`config.mk`:
```
export PLATFORM = sky130hd
export DESIGN_NAME = cordic_angle_seq
export DESIGN_NICKNAME = d
export VERILOG_FILES = /design/src/rtl/cordic_angle_seq.sv
export SDC_FILE = /design/constraint.sdc
export NUM_CORES = 1
export LEC_CHECK = 0
export ABC_AREA = 1
export CAP_MARGIN = 0
export CORE_MARGIN = 2
export CORE_UTILIZATION = 30
export CTS_CLUSTER_SIZE = 8
export DETAILED_ROUTE_END_ITERATION = 10
export PLACE_DENSITY = 0.49
export SETUP_SLACK_MARGIN = 0.15
export SKIP_LAST_GASP = 1
export SYNTH_ARGS = -nofsm -noshare
export SYNTH_HDL_FRONTEND = slang
export SYNTH_SLANG_ARGS = --single-unit
```
`constraint.sdc`:
```
create_clock -name clk -period 1.8 [get_ports clk]
set_input_delay 0.36 -clock clk [delete_from_list [all_inputs] [get_ports clk]]
set_output_delay 0.36 -clock clk [all_outputs]
set_load 0.05 [all_outputs]
```
`src/rtl/cordic_angle_seq.sv`:
```
// cordic_angle_seq: phase sweep generator feeding the CORDIC rotator.
// Emits start, start+step, ... for n samples on a valid/ready handshake.
// Each phase is folded into [-pi/2, pi/2) with a flip flag for the consumer.
// Optional feature macro: CORDIC_SEQ_CONT_EN (n_samples=0 -> continuous sweep,
// stopped by a start pulse while running).
module cordic_angle_seq #(
  parameter int ANGLE_W = 32,
  parameter int COUNT_W = 16
) (
  input  logic               clk,
  input  logic               reset,
  input  logic               start,
  input  logic [ANGLE_W-1:0] z_start,
  input  logic [ANGLE_W-1:0] z_step,
  input  logic [COUNT_W-1:0] n_samples,
  output logic [ANGLE_W-1:0] z_out,
  output logic               flip,
  output logic               z_valid,
  input  logic               z_ready,
  output logic               busy,
  output logic               done
);

  typedef enum logic [1:0] {IDLE, RUN, DONE} state_t;

  state_t             state, state_nxt;
  logic [ANGLE_W-1:0] phase;
  logic [ANGLE_W-1:0] step;
  logic [COUNT_W-1:0] count;
  logic               xfer;
`ifdef CORDIC_SEQ_CONT_EN
  logic               cont;
`endif

  assign xfer    = (state == RUN) && z_ready;
  assign z_valid = (state == RUN);
  assign busy    = (state == RUN);
  assign done    = (state == DONE);

  // Quadrants 01 and 10 are rotated by pi so the rotator always converges.
  assign flip  = phase[ANGLE_W-1] ^ phase[ANGLE_W-2];
  assign z_out = {phase[ANGLE_W-1] ^ flip, phase[ANGLE_W-2:0]};

  // State register; reset aborts any sweep without a done pulse.
  always_ff @(posedge clk or negedge reset) begin
    if (!reset) state <= IDLE;
    else        state <= state_nxt;
  end

  // Next-state logic: count-terminated sweep, optional continuous mode.
  always_comb begin
    state_nxt = state;
    case (state)
      IDLE: begin
        if (start) begin
`ifdef CORDIC_SEQ_CONT_EN
          state_nxt = RUN;
`else
          state_nxt = (n_samples == '0) ? DONE : RUN;
`endif
        end
      end
      RUN: begin
`ifdef CORDIC_SEQ_CONT_EN
        if (cont) begin
          if (start) state_nxt = DONE;
        end else if (xfer && count == COUNT_W'(1)) begin
          state_nxt = DONE;
        end
`else
        if (xfer && count == COUNT_W'(1)) state_nxt = DONE;
`endif
      end
      DONE:    state_nxt = IDLE;
      default: state_nxt = IDLE;
    endcase
  end

  // Sweep parameters are captured on an accepted start and advanced per transfer.
  always_ff @(posedge clk or negedge reset) begin
    if (!reset) begin
      phase <= '0;
      step  <= '0;
      count <= '0;
`ifdef CORDIC_SEQ_CONT_EN
      cont  <= 1'b0;
`endif
    end else if (state == IDLE && start) begin
      phase <= z_start;
      step  <= z_step;
      count <= n_samples;
`ifdef CORDIC_SEQ_CONT_EN
      cont  <= (n_samples == '0);
`endif
    end else if (xfer) begin
      phase <= phase + step;
      count <= count - COUNT_W'(1);
    end
  end

endmodule

```
# [Word-level counts from Yosys, hierarchy flattened]
# Cells that the tools add are included.
[classes] addsub=2 eq_ne=5 n_mux=8 bitwise_logic=2 reduce_logical=7
[ops] cell="$mux W32" count=2
[ops] cell="$add A32 B32 Y32" count=1
[ops] cell="$mux W16" count=2
[ops] cell="$eq A16 B1 Y1 const B" count=1
[ops] cell="$logic_not A16 Y1" count=1
[ops] cell="$sub A16 B1 Y16 const B" count=1
[ops] cell="$mux W2" count=3
[ops] cell="$pmux W2 S2" count=1
[ops] cell="$logic_and A1 B1 Y1" count=3
[ops] cell="$eq A2 B1 Y1 const B" count=1
[ops] cell="$eq A2 B2 Y1 const B" count=1
[ops] cell="$logic_not A2 Y1" count=1
[ops] cell="$ne A2 B1 Y1 const B" count=1
[ops] cell="$ne A2 B2 Y1 const B" count=1
[ops] cell="$reduce_and A2 Y1" count=1
[ops] cell="$reduce_bool A2 Y1" count=1
[ops] cell="$xor A1 B1 Y1" count=2
[word_totals] reg_bits=82 in_bits=84 output_inout_bits=36 word_cells=28

# [Longest topological paths before layout]
[depth] word_depth=5 ltp_mapped=12 ltp_nobuf=12

# [Least setup slack after synthesis]
# No wires, ideal clock.
[synth_timing] kind="register to register" startpoint="register phase[0]" endpoint="register phase[20]" setup_time_ns=0.124 arrival_ns=1.702 t_required_ns=1.676 path_slack_ns=-0.026 path_stages_with_launch=11 n_path_buf=0 period_less_slack_ns=1.826 cell_sequence="dfrtp_1 ha_1 fa_1 nand3_1 nand3_1 nand3_1 nand3_1 nand2_1 nand3_1 nand3_1 nand3_1"
[synth_via] elab_chain_len=3
[synth_rtl] element="start: declaration" line_no="27" source="logic [ANGLE_W-1:0] phase;"
[synth_rtl] element="start signal: assignment" line_no="89" source="phase <= z_start;"
[synth_rtl] element="start signal: assignment" line_no="96" source="phase <= phase + step;"
[synth_rtl] element="$add A32 B32 Y32" line_no="96"
[synth_rtl] element="$mux W32" line_no="95" source="end else if (xfer) begin"
[synth_rtl] element="$mux W32" line_no="88" source="end else if (state == IDLE && start) begin"
# No other way between the ends. The select of a mux whose other input is x is not followed.
# A chain may end at the register's enable or synchronous reset.

# [Worst setup path after layout]
[layout_timing] startpoint="register phase[0]" endpoint="register phase[8]"
# Same word-level chain as after synthesis.

==> results.yml <==
final_layout:
  drive_above_1_share_pct: 31.48
  fin_util_pct: 46.90
  syn_to_final_growth_pct: 54.65
  n_antenna_cell: 0
  nFillCells: 2136
  final_cell_mix: "nand2_1, buf_4, inv_1, clkdlybuf4s50_1, dfrtp_1"
  post-route-cell-area_sq_um: 9797
  final_common_cell: "nand2_1"
  nets: 1280
detailed_routing:
  ant_nets: 0
  vias: 6496
  viasPerCell: 4.508
  drt_first_pass_iters: 6
  drc: 0
  drtIter0Drc: 284
  wl_microns: 20360
  drt-wirelength-per-cell_microns: 14.13
sta:
  setup_ws_ps: -8.967
  min_period_over_period_pct: 100.5
  fin_crit_ps: 1809
  hold_viol: 0
  slew_violations: 0
  finalSetupViolations: 2
  rsz0062_at_grt: "yes"
  slew_headroom_pct: 74.27
  skew_ps: 3.915
  tightest_slew_ps: 386.0
  max_freq_mhz: 552.8
critical_path:
  reg2reg_slack_ps: -9
  r2r-end: "phase[8]"
  r2r_start: "phase[0]"
  startpoint: "phase[0]"
  start_kind: "flip-flop"
  path_class: "flip-flop to flip-flop"
  path_max_fanout: 4
  cp-end-kind: "flip-flop"
  cp-endpoint: "phase[8]"
  ff2ff_path_depth: 9
  required_ps: 2070
  cp.arrival_ps: 2080
grt:
  grt_usage_pct: 18.79
  grt_pass1_wl_microns: 32910
  grt_overflow: 0
  grt_pass1_vias: 6405
  grt_max_degree: 73
  antenna_found_initial: 0
clock_tree:
  htreeDepth: 3
  clk_path_buf_depth: 2
  clock_latency_ps: 350
  root_buffer: "clkbuf_16"
  cts_tree: "built"
  clk_pin_slew_ps: 60
  cts_sinks: 82
  cts_made_buffers: 9
placement:
  io_buffers: 119
  dp_hpwl_microns: 15050
  gp_congestion: 0.8733
  postPlaceCellArea_sq_um: 8248
synthesis:
  ys_seq_elements: 82
  syn_avg_cell_area_sq_um: 6.551
  syn_nets: 1085
  synth_cells: 967
  synth.distinct_cells: 32
  syn-cell-area_sq_um: 6335
  ys_seq_area_share_pct: 32.39
  yosys_warnings: 0
power:
  max-vdd-ir-drop_uv: 931.6
  p_leak_nw: 4.988
  power_density_nw_per_um2: 2267
  total_power_mw: 22.21
floorplanning:
  core_sq_um: 20890
  io_pins: 120
  die_y_microns: 149.3
  initial_core_util_pct: 30.33
  die_w_microns: 149.3
  dieArea_sq_um: 22300
  fp-row-count: 53
status:
  violations: "negative setup slack"
  status: "finished with violations"
min_path:
  min_path_type: "input pin to asynchronous set/reset pin"
flow_run:
  cap_violations: 0
==> metrics by stage <==
stage / setup TNS [ps] / setup slack, ps / instances / hold WS [ps]
floorplan: 0 / 129.1 / 967 / 64.41
global placement: -1934 / -182.7 / 1399 / 173.0
detailed placement: -1924 / -142.9 / 1399 / 172.3
CTS: -4.225 / -4.225 / 1433 / 348.6
global route: -1385 / -159.1 / 1441 / 362.3
finish: -16.84 / -8.967 / 1441 / 354.1
==> area by class of cell <==
class	count	area, sq um	area share (%)
multi-input combinational	683	4420	45.12
timing repair buffer	237	2121	21.65
sequential	82	2057	21.00
inverter	149	568.0	5.798
tap	275	344.1	3.512
clock buffer	12	246.5	2.516
clock inverter	3	40.04	0.4087
==> synthesized netlist by cell type <==
cell	number	area share, %
clkinv_1	1	0.059
a21o_1	1	0.12
a21oi_1	24	1.9
or2_2	1	0.099
ha_1	33	6.5
xnor2_1	13	1.8
nand2_2	3	0.30
dfrtp_1	82	32
nand2_1	401	24
nor4_1	4	0.39
o31ai_1	1	0.12
buf_6	2	0.36
o221ai_1	10	1.4
inv_2	3	0.18
and2_1	1	0.099
o21bai_1	7	0.83
a31oi_1	2	0.20
nor3_1	5	0.39
nand4_1	6	0.59
clkbuf_1	7	0.41
nor2_1	57	3.4
o21ai_0	13	1.0
a22o_1	15	2.1
nand3b_1	3	0.36
xor2_1	8	1.1
nand3_1	60	4.7
buf_4	32	3.8
buf_2	12	0.95
nor2_4	2	0.36
fa_1	1	0.32
o211ai_1	12	1.4
inv_1	145	8.6
==> worst max-delay path: stages, from the launching register on <==
cell and delay, ps:
dfrtp_1 410, ha_4 180, fa_2 390, nand3_2 100
nand3_4 90, nand2_4 80, nand3_4 80, buf_6 130
xnor2_2 120, o211ai_1 150
==> sequential cells by signal (all words and copies together) (netlist names) <==
signal	count
phase	32
step	32
state	2
count	16
==> where the power goes <==
part,switching (mW),internal [mW]
clock network,0.777,1.10
logic,9.23,7.38
registers,0.940,2.78
total,11.0,11.3
==> worst min path at each step <==
stage / from / endpoint / slack, ps / cells past startpoint
final: reset / step[26] / 350 / 2
after detailed placement: reset / step[25] / 170 / 1
after CTS: reset / step[25] / 350 / 2
after global routing: reset / step[25] / 360 / 2
after floorplan: reset / count[0] / 60 / 0
after global placement: reset / step[26] / 170 / 1
==> cell families after synthesis <==
kind of cell / Yosys count / share of synthesized area [%]
AOI/OAI and AO/OA: 85 / 9.066
and+or+nand+nor: 543 / 34.47
buffers and inverters: 202 / 14.34
DFF: 82 / 32.39
adders and majority gates: 34 / 6.834
xor gates and xnor gates: 21 / 2.903
==> layer usage <==
layer,track usage (%),vias to the layer above,part of all wire [%]
met4,5.429,0,1.7
met3,2.691,21,4.6
met1,25.60,2959,46
met2,31.04,137,47
met5,0,-,0
li1,-,3379,-
==> what timing repair did <==
action | 4_1_cts | 5_1_grt
resized for setup | 152 | 89
hold buffers | 1 | 0
endpoints found under the setup margin | 33 | 37
endpoints found under the hold margin | 3 | 0
cloned | 0 | 0
pin swaps | 30 | 44
setup buffers | 18 | 8
Note: power is estimated with default switching activity, not from simulation.
